===== config.mk =====
export PLATFORM = sky130hd
export DESIGN_NAME = tt_um_logic_op_sequencer
export DESIGN_NICKNAME = d
export VERILOG_FILES = /design/src/rtl/logic_seq_pkg.sv /design/src/rtl/logic_sel_core.sv /design/src/rtl/tt_um_logic_op_sequencer.sv
export SDC_FILE = /design/constraint.sdc
export NUM_CORES = 1
export LEC_CHECK = 0
export CAP_MARGIN = 10
export CORE_MARGIN = 2
export CORE_UTILIZATION = 43
export DETAILED_ROUTE_END_ITERATION = 16
export PLACE_DENSITY = 0.71
export SETUP_SLACK_MARGIN = 0.4
export SYNTH_ARGS = -nofsm -noshare
export SYNTH_HDL_FRONTEND = slang
export SYNTH_SLANG_ARGS = --single-unit

===== constraint.sdc =====
create_clock -name clk -period 1.29 [get_ports clk]
set_input_delay 0.258 -clock clk [delete_from_list [all_inputs] [get_ports clk]]
set_output_delay 0.258 -clock clk [all_outputs]
set_load 0.05 [all_outputs]

===== src/rtl/logic_seq_pkg.sv =====
// Shared encodings for the logic-op sequencer: command codes, operation
// select, FSM states and the bit positions of the status byte on uio_out.
package logic_seq_pkg;

  typedef enum logic [1:0] {
    CMD_LOAD_A = 2'b00,
    CMD_LOAD_B = 2'b01,
    CMD_EXEC   = 2'b10,
    CMD_CLEAR  = 2'b11
  } cmd_e;

  typedef enum logic {
    OP_AND = 1'b0,
    OP_OR  = 1'b1
  } op_e;

  typedef enum logic {
    IDLE = 1'b0,
    BUSY = 1'b1
  } state_e;

  // Status bit positions inside uio_out; the low nibble is unused (input side).
  localparam int UIO_BUSY_BIT      = 4;
  localparam int UIO_RES_VALID_BIT = 5;
  localparam int UIO_ERR_BIT       = 6;
  localparam int UIO_AB_READY_BIT  = 7;

  // Upper nibble of the bidirectional bus is driven, lower nibble is input.
  localparam logic [7:0] UIO_OE_MASK = 8'hF0;

endpackage


===== src/rtl/logic_sel_core.sv =====
// Combinational AND/OR selector datapath: y = op ? a|b : a&b.
module logic_sel_core
  import logic_seq_pkg::*;
(
  input  op_e        op_i,
  input  logic [7:0] a_i,
  input  logic [7:0] b_i,
  output logic [7:0] y_o
);

  // Select bitwise OR or AND of the two operands.
  always_comb begin
    y_o = (op_i == OP_OR) ? (a_i | b_i) : (a_i & b_i);
  end

endmodule


===== src/rtl/tt_um_logic_op_sequencer.sv =====
// Command-driven sequencer around logic_sel_core. Operands are loaded
// byte-serially, EXEC runs the selected op with a fixed latency, and in
// accumulate mode the result is written back into A so ops can be chained.
module tt_um_logic_op_sequencer
  import logic_seq_pkg::*;
#(
  parameter int LATENCY = 2,  // 1..15 cycles from EXEC acceptance to result
  parameter bit ACCUM   = 1'b1
) (
  input  logic       clk,
  input  logic       rst_n,
  input  logic       ena,
  input  logic [7:0] ui_in,
  input  logic [7:0] uio_in,
  output logic [7:0] uio_out,
  output logic [7:0] uio_oe,
  output logic [7:0] uo_out
);

  // Counter preload: completion happens on the edge where the count is 0,
  // which lands exactly LATENCY edges after the EXEC edge.
  localparam logic [3:0] CNT_INIT = 4'(LATENCY - 1);

  logic       strb_q;
  state_e     state_q,     state_d;
  logic [3:0] cnt_q,       cnt_d;
  op_e        op_q,        op_d;
  logic [7:0] reg_a_q,     reg_a_d;
  logic [7:0] reg_b_q,     reg_b_d;
  logic [7:0] result_q,    result_d;
  logic       a_vld_q,     a_vld_d;
  logic       b_vld_q,     b_vld_d;
  logic       res_valid_q, res_valid_d;
  logic       err_q,       err_d;

  logic       cmd_accept;
  cmd_e       cmd;
  op_e        cmd_op;
  logic [7:0] core_y;

  // The upper four uio_in bits carry no function.
  logic       unused_uio;
  assign unused_uio = &{1'b0, uio_in[7:4]};

  assign cmd        = cmd_e'(uio_in[2:1]);
  assign cmd_op     = op_e'(uio_in[3]);
  assign cmd_accept = uio_in[0] & ~strb_q & ena;

  logic_sel_core u_core (
    .op_i (op_q),
    .a_i  (reg_a_q),
    .b_i  (reg_b_q),
    .y_o  (core_y)
  );

  // Next-state logic: CLEAR has priority in every state, then the FSM.
  always_comb begin
    state_d     = state_q;
    cnt_d       = cnt_q;
    op_d        = op_q;
    reg_a_d     = reg_a_q;
    reg_b_d     = reg_b_q;
    result_d    = result_q;
    a_vld_d     = a_vld_q;
    b_vld_d     = b_vld_q;
    res_valid_d = res_valid_q;
    err_d       = err_q;

    if (cmd_accept && cmd == CMD_CLEAR) begin
      state_d     = IDLE;
      cnt_d       = 4'd0;
      op_d        = OP_AND;
      reg_a_d     = 8'h00;
      reg_b_d     = 8'h00;
      result_d    = 8'h00;
      a_vld_d     = 1'b0;
      b_vld_d     = 1'b0;
      res_valid_d = 1'b0;
      err_d       = 1'b0;
    end else begin
      unique case (state_q)
        IDLE: begin
          if (cmd_accept) begin
            unique case (cmd)
              CMD_LOAD_A: begin
                reg_a_d     = ui_in;
                a_vld_d     = 1'b1;
                res_valid_d = 1'b0;
              end
              CMD_LOAD_B: begin
                reg_b_d     = ui_in;
                b_vld_d     = 1'b1;
                res_valid_d = 1'b0;
              end
              CMD_EXEC: begin
                if (a_vld_q && b_vld_q) begin
                  op_d        = cmd_op;
                  cnt_d       = CNT_INIT;
                  state_d     = BUSY;
                  res_valid_d = 1'b0;
                end else begin
                  err_d = 1'b1;
                end
              end
              default: ;  // CLEAR already handled above
            endcase
          end
        end
        BUSY: begin
          // Operands are frozen while busy; any non-CLEAR command is dropped,
          // including one arriving on the completion edge.
          if (cmd_accept) begin
            err_d = 1'b1;
          end
          if (cnt_q == 4'd0) begin
            result_d    = core_y;
            res_valid_d = 1'b1;
            state_d     = IDLE;
            if (ACCUM) begin
              reg_a_d = core_y;
              b_vld_d = 1'b0;
            end
          end else begin
            cnt_d = cnt_q - 4'd1;
          end
        end
        default: state_d = IDLE;
      endcase
    end
  end

  // State registers. strb_q follows the strobe pin regardless of ena or CLEAR
  // so a strobe held across a CLEAR cannot be seen as a second rising edge.
  always_ff @(posedge clk) begin
    if (!rst_n) begin
      strb_q      <= 1'b0;
      state_q     <= IDLE;
      cnt_q       <= 4'd0;
      op_q        <= OP_AND;
      reg_a_q     <= 8'h00;
      reg_b_q     <= 8'h00;
      result_q    <= 8'h00;
      a_vld_q     <= 1'b0;
      b_vld_q     <= 1'b0;
      res_valid_q <= 1'b0;
      err_q       <= 1'b0;
    end else begin
      strb_q      <= uio_in[0];
      state_q     <= state_d;
      cnt_q       <= cnt_d;
      op_q        <= op_d;
      reg_a_q     <= reg_a_d;
      reg_b_q     <= reg_b_d;
      result_q    <= result_d;
      a_vld_q     <= a_vld_d;
      b_vld_q     <= b_vld_d;
      res_valid_q <= res_valid_d;
      err_q       <= err_d;
    end
  end

  // Assemble the status byte; busy is simply the FSM being in BUSY.
  always_comb begin
    uio_out                    = 8'h00;
    uio_out[UIO_BUSY_BIT]      = (state_q == BUSY);
    uio_out[UIO_RES_VALID_BIT] = res_valid_q;
    uio_out[UIO_ERR_BIT]       = err_q;
    uio_out[UIO_AB_READY_BIT]  = a_vld_q & b_vld_q;
  end

  assign uio_oe = UIO_OE_MASK;
  assign uo_out = result_q;

endmodule


==> results of run 1 <==
## power groups by stage
| stage | clock network, mW | logic, mW | registers, mW |
|---|---|---|---|
| 2_1_floorplan | 0 | 0.200 | 1.13 |
| 3_3_place_gp | 0 | 0.258 | 1.13 |
| 3_5_place_dp | 0 | 0.260 | 1.13 |
| 4_1_cts | 0.796 | 0.294 | 1.10 |
| 5_1_grt | 0.843 | 0.334 | 1.10 |
| 6_report | 0.785 | 0.313 | 1.10 |
## stage by stage
stage                     hold WS (ns)  setup WS (ns)  area (µm²)  instances  total power [mW]
after CTS                       0.3902       -0.08766        2624        300             2.195
after detailed placement        0.4519        -0.5322        2266        276             1.389
final                           0.3943       -0.08091        2736        306             2.200
after global placement          0.4435        -0.4995        2266        276             1.387
after floorplan                 0.3797       -0.07777        1822        200             1.327
after global routing            0.4234        -0.1452        2736        306             2.280
## cell families after synthesis
logic type | share of synthesized area [%]
flops | 42.04
mux | 6.006
simple gates | 17.12
compound gates | 16.59
other cells | 0.4506
fa+ha+maj | 6.306
buf+inv | 11.49
## critical path, cell delays in order, from the launching register on
cell	delay, ns
sky130_fd_sc_hd__dfxtp_2	0.34
sky130_fd_sc_hd__buf_6	0.13
sky130_fd_sc_hd__or4_4	0.57
sky130_fd_sc_hd__mux2i_1	0.18
sky130_fd_sc_hd__nor2_1	0.05
## layer usage
metal	up-vias	global-route usage [%]	routed length, µm
li1	773	-	-
met1	754	28.95	2054
met2	43	38.38	2226
met3	6	5.111	172
met4	0	9.439	80
met5	-	0	0
## state kept, by name, summed over array words and instances (netlist names)
register and count:
a_vld_q 1, uo_out 8, b_vld_q 1, op_q 1, cnt_q 4, reg_a_q 8, strb_q 1, res_valid_q 1
reg_b_q 8, err_q 1, state_q 1
## final timing paths
path	from	endpoint	slack, ns	cells past startpoint
min reg2reg	reg_b_q[1]	reg_b_q[1]	0.46	2
max reg2reg	state_q	reg_b_q[7]	-0.08	4
min	uio_in[0]	strb_q	0.39	2
max	state_q	reg_b_q[7]	-0.08	4
## final cells by class
type                            count  area (µm²)  share of cell area (%)
Tap cell                           48       60.06                   2.195
Timing Repair Buffer               72       769.5                   28.12
Inverter                            5       22.52                  0.8230
Clock inverter                      2       12.51                  0.4572
Sequential cell                    35       724.4                   26.47
Multi-Input combinational cell    138        1075                   39.28
Clock buffer                        6       72.57                   2.652
## cell usage in the layout (no fill, tap or decap), types with 8 or more instances in the layout
| cell type | count |
|---|---|
| sky130_fd_sc_hd__o21ai_1 | 14 |
| sky130_fd_sc_hd__maj3_1 | 8 |
| sky130_fd_sc_hd__buf_4 | 34 |
| sky130_fd_sc_hd__buf_6 | 11 |
| sky130_fd_sc_hd__dfxtp_1 | 20 |
| sky130_fd_sc_hd__conb_1 | 12 |
| sky130_fd_sc_hd__mux2i_1 | 10 |
| sky130_fd_sc_hd__a21oi_2 | 12 |
| sky130_fd_sc_hd__nor2_1 | 15 |
| sky130_fd_sc_hd__clkdlybuf4s50_1 | 9 |
| sky130_fd_sc_hd__buf_12 | 13 |
| sky130_fd_sc_hd__dfxtp_2 | 13 |
## what timing repair did
item                       4_1_cts  5_1_grt
pin swaps                       30        4
setup endpoints to repair       46       46
hold endpoints to repair         0        0
setup buffers                   13        6
resized for setup               53       23
gates cloned                     3        0
==> results by group, run 1 <==
Layout
  – Final core utilization: roughly 74%
  – # fillers: ~260
  – Area Overhead vs Synth: 64.19%
  – Diode insertion count for antenna repair: 0
  – Layout Nets: 278
  – Ratio of cells with drive above 1 in the final layout: 51.16%

Routing
  – First drt pass iteration count: 4
  – Remaining antenna violation count: 0
  – Vias per cell: 5.150
  – Total wire length: 4.533 mm
  – Vias post-DR: 1576
  – DRC viols: 0
  – Routed wirelength normalized by instance count: 14.81 µm
  – Initial DRC count: 72

Clock network
  – Maximum number of buffers from clock root to sink: 2
  – H-tree levels: 2
  – Number of sinks on the clock net: 35
  – Root buf cell: sky130_fd_sc_hd__clkbuf_8
  – TritonCTS clock tree: yes
  – Clock-pin transition on the worst setup and hold timing paths: ~0.07 ns
  – Insertion delay of the later-clocked pin in the worst-skew pair: 0.29 ns
  – Post-CTS Hold Fix Bufs: 0
  – Number of clock buffers inserted by TritonCTS: 5

Critical path
  – Setup Crit Path Kind: reg2reg
  – Data arrival time of the critical path: 1.56 ns
  – Kind of end point of the critical path: register
  – Crit path launch type: register
  – Maximum fanout along the worst path: 5
  – Critical path required time: 1.48 ns

STA
  – Final setup violating endpoints: 24
  – Post-Route Skew: 0.003555 ns
  – Unrepaired setup endpoints after global routing: true
  – Final hold violations: 0
  – Worst path setup slack after routing: -0.08091 ns
  – Clock period minus worst slack: 1.371 ns
  – Share of the cycle needed by the critical path after routing: 106.3%
  – Number of max-slew violations in the final report: 0
  – Fmax: 729.4 MHz
  – Setup TNS: -0.9304 ns

Die
  – Die outline area: roughly 0.0044 mm²
  – Width of the die: ~66 µm
  – Starting density of the core: 45.18%
  – Core Rows: 22
  – Chip Height: 66.26 µm
  – Ports placed on the boundary: 43
  – Area of the core: between 0.003 and 0.004 mm²

Place
  – Placed wire-length estimate after detailed placement: 2.697 mm
  – Gp weighted congestion: around 0.8
  – Count of buffers inserted at the top-level ports: 26

Logic synthesis
  – Top post-synthesis cells by area: sky130_fd_sc_hd__dfxtp_1 (42%), sky130_fd_sc_hd__buf_4 (7.7%), sky130_fd_sc_hd__mux2i_1 (6.0%)
  – Cell types with the highest counts after synthesis: sky130_fd_sc_hd__dfxtp_1 (35), sky130_fd_sc_hd__nor2_1 (23), sky130_fd_sc_hd__a21oi_1 (19), sky130_fd_sc_hd__o21ai_0 (19), sky130_fd_sc_hd__buf_4 (17)
  – Flops & latches, synth: 35
  – Number of synthesized flops with an enable pin: 0
  – Top-area cell type share of the netlist area: 42.04%
  – Number of standard cells after synthesis: 190
  – Post-synthesis instance area: 0.001667 mm²
  – Ys async rst share: 0%
  – Most common cell in the netlist: sky130_fd_sc_hd__dfxtp_1
  – Most common flop cell mapped by yosys: sky130_fd_sc_hd__dfxtp_1
  – Number of distinct standard cells referenced by the synthesized netlist: 33
  – Sequential-to-total area share from yosys stat: between 40 and 50%
  – Post-synthesis cell type with the largest combined area: sky130_fd_sc_hd__dfxtp_1
  – Number of warning messages in the yosys log: 0
  – Post-Syn Area per Cell: 8.772 µm²

Hold path
  – Min-Delay Path Class: in2reg

Power and ir drop
  – Proportion of power drawn by flip-flops and latches: 50.1%
  – Power Internal: ~1.6 mW
  – Peak supply drop: ~870 µV
  – Switching Share: 27.85%
  – Power per cell area: 803.9 mW/mm²
  – Clock share of power: 35.7%
  – Switching power of the nets: 0.6126 mW
  – Proportion of power drawn by combinational gates: 14.2%
  – Cell leakage power: 1.073 nW

Global routing
  – Vias in the first global route: 1509
  – Overflow left after global routing: 0
  – Gr usage total: a little under a quarter
  – Largest net degree at the start of global routing: 17
  – Wire length of the first global-routing pass: 7.576 mm
  – Number of antenna violations at the first check in global routing: 0

Outcome
  – Outcome: finished with violations
  – Failing checks: setup timing

Run
  – Max-capacitance violation count: 0
Note: power is estimated with default switching activity, not from simulation.
==> run 2: changes to the inputs <==
--- a/config.mk
+++ b/config.mk
@@ -5,7 +5,7 @@
 export SDC_FILE = /design/constraint.sdc
 export NUM_CORES = 1
 export LEC_CHECK = 0
-export CAP_MARGIN = 10
+export CAP_MARGIN = 5
 export CORE_MARGIN = 2
 export CORE_UTILIZATION = 43
 export DETAILED_ROUTE_END_ITERATION = 16
==> results of run 2 <==
No change in the layout: final DEF, timing and power equal those of run 1.
==> run 3: changes to the inputs <==
--- a/config.mk
+++ b/config.mk
@@ -9,6 +9,7 @@
 export CORE_MARGIN = 2
 export CORE_UTILIZATION = 43
 export DETAILED_ROUTE_END_ITERATION = 16
+export MAX_ROUTING_LAYER = met4
 export PLACE_DENSITY = 0.71
 export SETUP_SLACK_MARGIN = 0.4
 export SYNTH_ARGS = -nofsm -noshare
==> run 3 against run 2 <==
Against the previous run: routed wire length rose by 5.2%; sequential power hardly changed; the run still ends with setup timing left; highest routed layer unchanged; total power rose by 0.18%; worst hold slack is essentially flat; first-iteration DRC count is 29% lower; utilization grew 0.78 points; largest power group unchanged; combinational power rose by 3%; critical endpoint is now reg_b_q[5].
==> results by group, run 3 (synthesis results as in run 1) <==
Critical path
  – Number of cells on the worst reg-to-reg path: 7
  – Kind of end point of the critical path: register
  – Critical path required time: 1.51 ns
  – Maximum fanout along the worst path: 8
  – Setup Crit Path Kind: reg2reg
  – Crit. Startpoint: strb_q
  – Crit path launch type: register
  – Reg-to-reg startpoint: strb_q
  – Data arrival time of the critical path: 1.60 ns

STA
  – Worst path setup slack after routing: -0.09703 ns
  – Clock period minus worst slack: 1.387 ns
  – Setup TNS: -1.298 ns
  – Final setup violating endpoints: 24
  – Share of the cycle needed by the critical path after routing: 107.5%
  – Post-Route Skew: 0.004214 ns
  – Final hold violations: 0
  – Unrepaired setup endpoints after global routing: true
  – Fmax: 721.0 MHz
  – Number of max-slew violations in the final report: 0

Global routing
  – Gr usage total: 23.89%
  – Largest net degree at the start of global routing: 17
  – Vias in the first global route: between 1500 and 2000
  – Wire length of the first global-routing pass: between 7 and 8 mm
  – Number of antenna violations at the first check in global routing: 0
  – Overflow left after global routing: 0

Clock network
  – Insertion delay of the later-clocked pin in the worst-skew pair: 0.29 ns
  – H-tree levels: 2
  – Clock-pin transition on the worst setup and hold timing paths: 0.07 ns
  – Number of sinks on the clock net: 35
  – Root buf cell: sky130_fd_sc_hd__clkbuf_8
  – Maximum number of buffers from clock root to sink: 2
  – TritonCTS clock tree: yes
  – Number of clock buffers inserted by TritonCTS: 5

Power and ir drop
  – Total chip power: 2.204 mW
  – Cell leakage power: 1.078 nW
  – Peak supply drop: 863.0 µV
  – Power per cell area: 796.9 mW/mm²

Layout
  – Area Overhead vs Synth: 65.92%
  – Commonest cells after routing, fill and taps aside: sky130_fd_sc_hd__buf_4 (33), sky130_fd_sc_hd__dfxtp_1 (19), sky130_fd_sc_hd__nor2_1 (15), sky130_fd_sc_hd__o21ai_1 (14), sky130_fd_sc_hd__dfxtp_2 (14)
  – Ratio of cells with drive above 1 in the final layout: 52.71%
  – Most common cell after layout, fill and taps aside: sky130_fd_sc_hd__buf_4
  – Layout Nets: 278
  – Diode insertion count for antenna repair: 0
  – # fillers: 253

Routing
  – DRC viols: 0
  – Remaining antenna violation count: 0
  – Total wire length: 4.770 mm
  – Routed wirelength normalized by instance count: 15.59 µm
  – Vias per cell: 5.242
  – First drt pass iteration count: 4
  – Vias post-DR: between 1500 and 2000
  – Initial DRC count: 51

Die
  – Core Rows: 22
  – Chip Height: 66.26 µm
  – Area of the core: 0.003689 mm²
  – Die outline area: around 0.0044 mm²
  – Ports placed on the boundary: 43
  – Width of the die: 66.26 µm
  – Starting density of the core: roughly 45%

Place
  – Count of buffers inserted at the top-level ports: 26
  – Gp weighted congestion: ~0.83
  – Placed wire-length estimate after detailed placement: 2.697 mm

Outcome
  – Outcome: finished with violations
  – Failing checks: setup timing

Hold path
  – Hold Crit Start: uio_in[0]
  – Min-Delay Path Class: in2reg
  – Depth of the worst hold-timing path: 2

Run
  – Max-capacitance violation count: 0
## run 3: per-stage QoR
step	cells	hold slack [ns]	worst slack, ns	area, µm²	util (%)
floorplan	200	0.3797	-0.07777	1822	-
global placement	276	0.4435	-0.4995	2266	61.43
detailed placement	276	0.4519	-0.5322	2266	61.43
CTS	300	0.3902	-0.08766	2624	71.13
global route	306	0.4226	-0.1651	2765	74.97
finish	306	0.3945	-0.09703	2765	74.97
## run 3: final timing paths
path,end,slack [ns]
worst min-delay path,strb_q,0.39
worst min register to register,reg_b_q[1],0.46
worst max register to register,reg_b_q[5],-0.1
worst max-delay path,reg_b_q[5],-0.1
## run 3: what timing repair did
action	CTS	global route
hold endpoints to repair	0	0
setup endpoints to repair	46	46
gates cloned	3	0
resized for setup	53	29
pin swaps	30	11
hold buffers	0	0
setup buffers	13	6
## run 3: critical path: stages (launching register included)
cell and delay, ns:
sky130_fd_sc_hd__dfxtp_2 0.31, sky130_fd_sc_hd__nand3b_4 0.17, sky130_fd_sc_hd__buf_6 0.13, sky130_fd_sc_hd__buf_6 0.11, sky130_fd_sc_hd__nor3_4 0.14, sky130_fd_sc_hd__buf_6 0.18, sky130_fd_sc_hd__nand3_1 0.11, sky130_fd_sc_hd__a21oi_1 0.16
## run 3: area by class of cell
class | instances | area (µm²) | area share (%)
multi-input combinational | 138 | 1094 | 39.55
timing repair buffer | 72 | 778.2 | 28.14
sequential | 35 | 725.7 | 26.24
clock buffer | 6 | 72.57 | 2.624
tap | 48 | 60.06 | 2.172
inverter | 5 | 22.52 | 0.8145
clock inverter | 2 | 12.51 | 0.4525
## run 3: layer usage
metal  part of all wire, %  routed length (µm)  track usage (%)
met5                     0                   0                -
met3                   4.3                 205            4.940
met4                   1.9                  93            9.439
met2                    50                2394            38.50
met1                    44                2076            29.26
## run 3: report_power, final
part | internal (mW) | switching (mW) | total (mW)
clock network | 0.377 | 0.402 | 0.779
logic | 0.121 | 0.202 | 0.323
registers | 1.09 | 0.00969 | 1.10
